### src/rtl/cpu_pkg.sv
// Shared types and constants for the lab CPU front end.
package cpu_pkg;

    localparam int PC_W   = 32;
    localparam int INST_W = 32;

    localparam logic [PC_W-1:0] RESET_PC_DEF = 32'h0000_0000;

    typedef struct packed {
        logic [PC_W-1:0]   pc;
        logic [INST_W-1:0] inst;
    } fetch_entry_t;

    // Occupancy of the 2-entry fetch buffer.
    typedef enum logic [1:0] {
        BUF_EMPTY = 2'd0,
        BUF_ONE   = 2'd1,
        BUF_FULL  = 2'd2
    } buf_state_e;

endpackage

### src/rtl/inst_fetch_if.sv
// Fetch-to-decode valid/ready handshake carrying {pc, inst}.
interface inst_fetch_if;
    import cpu_pkg::*;

    logic              if_valid;
    logic              if_ready;
    logic [PC_W-1:0]   if_pc;
    logic [INST_W-1:0] if_inst;

    modport master (output if_valid, output if_pc, output if_inst, input  if_ready);
    modport slave  (input  if_valid, input  if_pc, input  if_inst, output if_ready);

endinterface

### src/rtl/fetch_buf.sv
// Two-entry fetch FIFO; head is always slot0, flush dominates push/pop.
module fetch_buf
    import cpu_pkg::*;
(
    input  logic         clk,
    input  logic         resetn,
    input  logic         push_i,
    input  logic         pop_i,
    input  logic         flush_i,
    input  fetch_entry_t entry_i,
    output fetch_entry_t head_o,
    output logic [1:0]   count_o
);

    buf_state_e   state_q, state_d;
    fetch_entry_t slot0_q, slot0_d;
    fetch_entry_t slot1_q, slot1_d;
    logic         do_pop;
    logic         do_push;

    always_ff @(posedge clk or negedge resetn) begin
        if (!resetn) begin
            state_q <= BUF_EMPTY;
            slot0_q <= '0;
            slot1_q <= '0;
        end else begin
            state_q <= state_d;
            slot0_q <= slot0_d;
            slot1_q <= slot1_d;
        end
    end

    // Flush only clears occupancy; slot contents stay so the head holds its last value.
    always_comb begin
        state_d = state_q;
        slot0_d = slot0_q;
        slot1_d = slot1_q;
        do_pop  = pop_i && (state_q != BUF_EMPTY);
        do_push = push_i && ((state_q != BUF_FULL) || do_pop);

        if (flush_i) begin
            state_d = BUF_EMPTY;
        end else begin
            unique case (state_q)
                BUF_EMPTY: begin
                    if (do_push) begin
                        slot0_d = entry_i;
                        state_d = BUF_ONE;
                    end
                end
                BUF_ONE: begin
                    if (do_push && do_pop) begin
                        slot0_d = entry_i;
                    end else if (do_push) begin
                        slot1_d = entry_i;
                        state_d = BUF_FULL;
                    end else if (do_pop) begin
                        state_d = BUF_EMPTY;
                    end
                end
                BUF_FULL: begin
                    if (do_pop) begin
                        slot0_d = slot1_q;
                        if (do_push) slot1_d = entry_i;
                        else         state_d = BUF_ONE;
                    end
                end
                default: state_d = BUF_EMPTY;
            endcase
        end
    end

    assign head_o  = slot0_q;
    assign count_o = state_q;

endmodule

### src/rtl/inst_fetch.sv
// Instruction fetch: owns the fetch PC, reads the async ROM and feeds decode through fetch_buf.
module inst_fetch
    import cpu_pkg::*;
#(
    parameter int              ADDR_W   = 5,
    parameter logic [PC_W-1:0] RESET_PC = RESET_PC_DEF
) (
    input  logic              clk,
    input  logic              resetn,
    output logic [ADDR_W-1:0] rom_addr,
    input  logic [INST_W-1:0] rom_inst,
    input  logic              redirect_valid,
    input  logic [PC_W-1:0]   redirect_pc,
    inst_fetch_if.master      dec,
    output logic [PC_W-1:0]   fetch_pc
);

    logic [PC_W-1:0] fetch_pc_q, fetch_pc_d;
    logic            pop;
    logic            push;
    logic [1:0]      buf_count;
    fetch_entry_t    buf_head;
    fetch_entry_t    new_entry;
    logic            unused_redirect_lsbs;

    assign unused_redirect_lsbs = ^redirect_pc[1:0];

    assign pop  = dec.if_valid && dec.if_ready;
    assign push = !redirect_valid && ((buf_count != 2'd2) || pop);

    always_ff @(posedge clk or negedge resetn) begin
        if (!resetn) fetch_pc_q <= RESET_PC;
        else         fetch_pc_q <= fetch_pc_d;
    end

    always_comb begin
        fetch_pc_d = fetch_pc_q;
        if (redirect_valid) fetch_pc_d = {redirect_pc[PC_W-1:2], 2'b00};
        else if (push)      fetch_pc_d = fetch_pc_q + 32'd4;
    end

    // ROM index wraps by truncation; no range check on purpose.
    assign rom_addr  = fetch_pc_q[ADDR_W+1:2];
    assign new_entry = '{pc: fetch_pc_q, inst: rom_inst};

    fetch_buf u_buf (
        .clk     (clk),
        .resetn  (resetn),
        .push_i  (push),
        .pop_i   (pop),
        .flush_i (redirect_valid),
        .entry_i (new_entry),
        .head_o  (buf_head),
        .count_o (buf_count)
    );

    assign dec.if_valid = (buf_count != 2'd0);
    assign dec.if_pc    = buf_head.pc;
    assign dec.if_inst  = buf_head.inst;
    assign fetch_pc     = fetch_pc_q;

endmodule

### src/flat_wrapper.sv
// flat-port wrapper written by rule: the top's interface ports become plain ports
module inst_fetch_flat import cpu_pkg::*;
#(
    parameter int              ADDR_W   = 5,
    parameter logic [PC_W-1:0] RESET_PC = RESET_PC_DEF
)
  (clk, resetn, rom_addr, rom_inst, redirect_valid, redirect_pc, fetch_pc, dec_if_valid, dec_if_pc, dec_if_inst, dec_if_ready);
  inst_fetch_if dec_i ();
  input  logic clk;
  input  logic resetn;
  output logic [ADDR_W-1:0] rom_addr;
  input  logic [INST_W-1:0] rom_inst;
  input  logic redirect_valid;
  input  logic [PC_W-1:0] redirect_pc;
  output logic [PC_W-1:0] fetch_pc;
  output wire logic [$bits(dec_i.if_valid)-1:0] dec_if_valid;
  output wire logic [$bits(dec_i.if_pc)-1:0] dec_if_pc;
  output wire logic [$bits(dec_i.if_inst)-1:0] dec_if_inst;
  input wire logic [$bits(dec_i.if_ready)-1:0] dec_if_ready;
  assign dec_if_valid = dec_i.if_valid;
  assign dec_if_pc = dec_i.if_pc;
  assign dec_if_inst = dec_i.if_inst;
  assign dec_i.if_ready = dec_if_ready;
  inst_fetch #(.ADDR_W(ADDR_W), .RESET_PC(RESET_PC)) u_core (.clk(clk), .resetn(resetn), .rom_addr(rom_addr), .rom_inst(rom_inst), .redirect_valid(redirect_valid), .redirect_pc(redirect_pc), .dec(dec_i), .fetch_pc(fetch_pc));
endmodule
### config.mk
export PLATFORM = sky130hd
export DESIGN_NAME = inst_fetch_flat
export DESIGN_NICKNAME = d
export VERILOG_FILES = /design/src/rtl/cpu_pkg.sv /design/src/rtl/inst_fetch_if.sv /design/src/rtl/fetch_buf.sv /design/src/rtl/inst_fetch.sv /design/src/flat_wrapper.sv
export SDC_FILE = /design/constraint.sdc
export NUM_CORES = 1
export LEC_CHECK = 0
export ABC_CLOCK_PERIOD_IN_PS = 5550
export CORE_UTILIZATION = 55
export DETAILED_ROUTE_END_ITERATION = 12
export DONT_BUFFER_PORTS = 1
export GPL_ROUTABILITY_DRIVEN = 0
export HOLD_SLACK_MARGIN = 0.03
export PLACE_DENSITY = 0.7
export SLEW_MARGIN = 20
export SYNTH_ARGS = -nofsm -noshare
export SYNTH_HDL_FRONTEND = slang
export SYNTH_SLANG_ARGS = --single-unit
### constraint.sdc
create_clock -name clk -period 5.55 [get_ports clk]
set_input_delay 1.11 -clock clk [delete_from_list [all_inputs] [get_ports clk]]
set_output_delay 1.11 -clock clk [all_outputs]
set_load 0.05 [all_outputs]
* Yosys cells after proc, flatten, opt, wreduce, memory -nomap -nowiden
Cells that the tools add are included.
Widths: inputs -> output; s select.
** Word-level totals
- Output and inout port bits :: 102
- Bits in registers :: 162
- Logic and storage cells :: 54
- RAM bits :: 0
- Memories :: 0
- ROM bits :: 0
- Latch bits :: 0
- Input port bits :: 68
** Cells by class
- Shift-type cells :: 0
- Eq/ne operators :: 12
- Bitwise operators :: 1
- $add $sub $neg :: 1
- Multiplexer cells :: 18
- $lt $le $gt $ge :: 0
- Div/mod/pow operators :: 0
- $mul :: 0
- Reduce and logical (&&, ||, !) cells :: 16
** Operators by type and width (count)
- $mux 64 :: 6
- $pmux 64 s3 :: 1
- $pmux 64 s2 :: 1
- $mux 32 :: 2
- $add 32x3->32 const B :: 1
- $mux 2 :: 7
- $ne 3x3->1 const B :: 4
- $ne 2x2->1 const B :: 5
- $reduce_and 5->1 :: 2
- $pmux 2 s3 :: 1
- $reduce_bool 2->1 :: 3
- $logic_and 1x1->1 :: 5
- $ne 4x4->1 const B :: 1
- $reduce_and 4->1 :: 1
- $reduce_bool 3->1 :: 1
- $eq 2x1->1 const B :: 1
- $eq 2x2->1 const B :: 1
- $logic_not 2->1 :: 1
- $logic_or 1x1->1 :: 2
- $logic_not 1->1 :: 1
- $not 1->1 :: 1

* Longest topological paths before layout
- Word-level depth :: 9
- Mapped depth :: 7
- Mapped depth without buffers :: 5

* By module
A second synthesis with hierarchy kept.
** Second synthesis, totals
- Cells, all modules :: 576
- Area total of the unflattened synthesis :: 7786.2 µm²
** Modules (own cells, without submodules)
- fetch_buf :: area an instance 5889.4 µm², sequential area each 3253.1 µm², cells an instance 359, times used 1
- inst_fetch :: area an instance 1896.8 µm², sequential area each 750.7 µm², cells an instance 217, times used 1

* Worst setup path after synthesis
Ideal clock, no wire load.
- Kind :: input -> register
- Start point :: in redirect_valid
- End point :: reg u_core.u_buf.slot0_q, in the netlist u_core.u_buf.head_o[39]
- Data arrival time :: 2.339 ns
- Stages :: 7
- Buffers on the path :: 3
- Library setup time :: 0.083 ns
- Required time :: 5.467 ns
- Path slack :: 3.128 ns
- Cell sequence :: clkbuf_1 inv_1 o21ai_1 clkbuf_1 clkbuf_1 nand2_1 o21ai_0
** Between the ends
- Word-level cells in the longest chain between the ends :: 6
- Elaborated cells between the ends (all ways) :: 8
- Those cells by class :: eq/ne: 2; bitwise: 1; reduce/logical: 5
** Ends and longest elaborated chain
- from (decl) :: line flat_wrapper.sv:13 : input logic redirect_valid;
- $logic_not 1->1 :: line inst_fetch.sv:29 : assign push = !redirect_valid && ((buf_count != 2'd2) || pop);
- $logic_and 1x1->1 :: line inst_fetch.sv:29
- $logic_and 1x1->1 :: line fetch_buf.sv:39 : do_push = push_i && ((state_q != BUF_FULL) || do_pop);
- $logic_and 1x1->1 :: line fetch_buf.sv:52 : if (do_push && do_pop) begin
- $ne 2x2->1 (no source line)
- $reduce_and 5->1 (no source line) (*)
- to (signal assigned) :: line fetch_buf.sv:28 : slot0_q <= slot0_d;
- to (decl) :: line fetch_buf.sv:16 : fetch_entry_t slot0_q, slot0_d;
Mark *: on every way between the ends. The rest lies on a longest branch, timed or not.
A chain may end at the register's enable or synchronous reset.

* Worst setup path after layout
- Start point :: reg u_core.fetch_pc_q[3] (netlist: u_core.fetch_pc[3])
- End point :: reg u_core.fetch_pc_q[30] (netlist: u_core.fetch_pc[30])
** Between the ends
- Word-level cells in the longest chain between the ends :: 3
** Ends and longest elaborated chain
- from (decl) :: line inst_fetch.sv:18 : logic [PC_W-1:0] fetch_pc_q, fetch_pc_d;
- from (signal assigned) :: line inst_fetch.sv:33 : else fetch_pc_q <= fetch_pc_d;
- $add 32x3->32 :: line inst_fetch.sv:39 : else if (push) fetch_pc_d = fetch_pc_q + 32'd4;
- $mux 32 :: line inst_fetch.sv:39
- $mux 32 :: line inst_fetch.sv:38 : if (redirect_valid) fetch_pc_d = {redirect_pc[PC_W-1:2], 2'b00};
Every way passes these cells. The select of a mux whose other input is x is not followed.

==> metrics <==
Synth Instances 652; Inst Count DP 781; Post-synth top flop dfrtp_1; CTS tree built; Peak Freq 332.3 MHz; leading area contributor after synthesis dfrtp_1; Reg area 0.003904 mm^2; Max Cap Viol 0; Clock Sink Count 156; P&R area growth vs syn 8.865%; dpl hpwl 9839 um; Layout Utilization 61.61%; DRC viols 0; worst slew pin tran 1.167 ns; setup TNS 0 ns; top cell type's share of synthesized area 54.66%; postcts setup bufs 0; Tot Pwr 3.452 mW; PwrDens 444.0 mW/mm^2; Die Height 116.0 um; layout cells sized above 1 15.29%; Initial Util 56.59%; part of the cycle the worst path needs 54.22%; fin worst setup slack 2.541 ns; Pleak 3.134 nW; DR vias/cell 5.859; synth warn 0; die area 0.01344 mm^2; gr usage total 23.79%; #FFs+latches synth 156; synthesized area per cell 10.95 um^2; Async SR Flop Fraction 100.0%; crit-path max FO 11; root buffer cell clkbuf_16; fill count 1,068; Post-DP Area 0.007181 mm^2; I/O Buffers 0; I/O pin count 170; worst skew pair latency 0.41 ns; routed len/inst 18.76 um; Worst Path Arrival 3.33 ns; clock buffer depth 2; ranking of synthesized cells by area dfrtp_1 55%, mux2_2 8.5%, mux2i_1 8.3%; drt first pass iters 4; Critical Path RT 5.87 ns; Synth Cell Area 0.007142 mm^2; Detailed Route Iter0 Violations 313; post-cts hold buffer count 0; status complete, no violations; GR Overflow Total 0; cts bufs inserted 17; worst hold margin 0.3878 ns; num rows 41; remaining antenna violation count 0; endpoints failing setup 0; Seq/Total Area, Yosys 54.66%; Peak supply drop 0.2073 mV; CTS HTree Levels 4; Core ar. 0.01262 mm^2; final clock skew 0.004966 ns; Die Width 116.0 um; Layout Nets 698; Post-synth EDFFs 0; initial antenna violation count 1; WL final 15,270 um; Final Hold Fails 0; most frequent cell after synthesis dfrtp_1; multi-input logic area 0.003007 mm^2; number of global-route vias before repair 4,816; Slew Viols, Final 0; RSZ-0062 raised after global routing false; Vias 4,769; Worst Setup End Kind register; minimum clock period 3.009 ns; Finished Cell Area 0.007775 mm^2; Synth top cells by count 156 x dfrtp_1, 87 x nand2_1, 75 x o21ai_0, 59 x mux2i_1, 54 x mux2_2; Slew HR 22.21%; Distinct cells, synth 48; post-place setup slack 2.263 ns; pin count of the biggest net entering global routing 157; post-CTS sizing 0; final non-filler cell total 814; Worst setup SP type register; type of the worst min-delay path in2async; first-pass GRT wire length 24,430 um; CP Class reg2reg; Worst-path clk slew 0.06 ns
[flip-flops by register name (all words and copies together), names as in the netlist]
| signal | cells |
|---|---|
| u_core.u_buf.head_o | 62 |
| u_core.u_buf.slot1_q | 62 |
| u_core.fetch_pc | 30 |
| u_core.u_buf.count_o | 2 |
[per-layer routing]
| layer | routed length [um] | track usage [%] | vias to the layer above |
|---|---|---|---|
| li1 | - | - | 2258 |
| met1 | 6262 | 28.50 | 2358 |
| met2 | 7601 | 39.09 | 140 |
| met3 | 1212 | 8.944 | 13 |
| met4 | 195 | 8.974 | 0 |
| met5 | 0 | 0 | - |
[final timing paths]
path                                         start  slack, ns  depth (start not counted)                 endpoint
max in group asynchronous                   resetn       4.96                          0  u_core.u_buf.head_o[50]
hold / removal                              resetn       0.39                          0  u_core.u_buf.head_o[22]
setup / recovery                u_core.fetch_pc[3]       2.54                          5      u_core.fetch_pc[30]
hold reg to reg            u_core.u_buf.slot1_q[8]       0.48                          1  u_core.u_buf.slot1_q[8]
min in group clk           u_core.u_buf.slot1_q[8]       0.48                          1  u_core.u_buf.slot1_q[8]
setup reg to reg                u_core.fetch_pc[3]       2.54                          5      u_core.fetch_pc[30]
[kinds of logic after synthesis]
group                      share of synthesized area (%)
muxes                                              18.04
AOI/OAI and AO/OA                                  9.215
adders and majority gates                         0.1752
xor gates and xnor gates                           1.226
other                                            0.05251
and+or+nand+nor                                    12.81
DFF                                                54.66
buffers and inverters                              3.819
[area by class of cell]
cell class | count | area share, %
sequential | 156 | 50.21
clock inverter | 6 | 0.4345
antenna | 1 | 0.03219
timing repair buffer | 5 | 0.7403
tap | 172 | 2.768
inverter | 8 | 0.3862
multi-input combinational | 441 | 38.67
clock buffer | 25 | 6.759
[power by group]
part / internal [mW] / switching, mW / total (mW)
clock network: 0.650 / 0.439 / 1.09
registers: 1.39 / 0.582 / 1.97
logic: 0.216 / 0.175 / 0.391
total: 2.26 / 1.20 / 3.45
[worst max-delay path, cell delays in order, from the launching register on]
cell      delay, ns
dfrtp_1        1.04
ha_1           0.36
nand4_1        0.25
or2_1          0.50
or4_1          0.57
o211ai_1       0.20
[cell usage in the layout (no fill, tap or decap), drive strengths merged, types with 8 or more instances in the layout]
cell | synthesis | final
dfrtp | 156 | 156
nand2 | 87 | 87
o21ai | 76 | 76
mux2 | 62 | 62
mux2i | 59 | 59
nor2 | 27 | 27
clkbuf | 27 | 25
nand3 | 18 | 18
nand4 | 15 | 15
o31ai | 11 | 11
a31oi | 9 | 9
xnor2 | 9 | 9
inv | 8 | 8
or4 | 8 | 8
nor3 | 8 | 8
No activity file was read; power rests on OpenSTA's default activity.
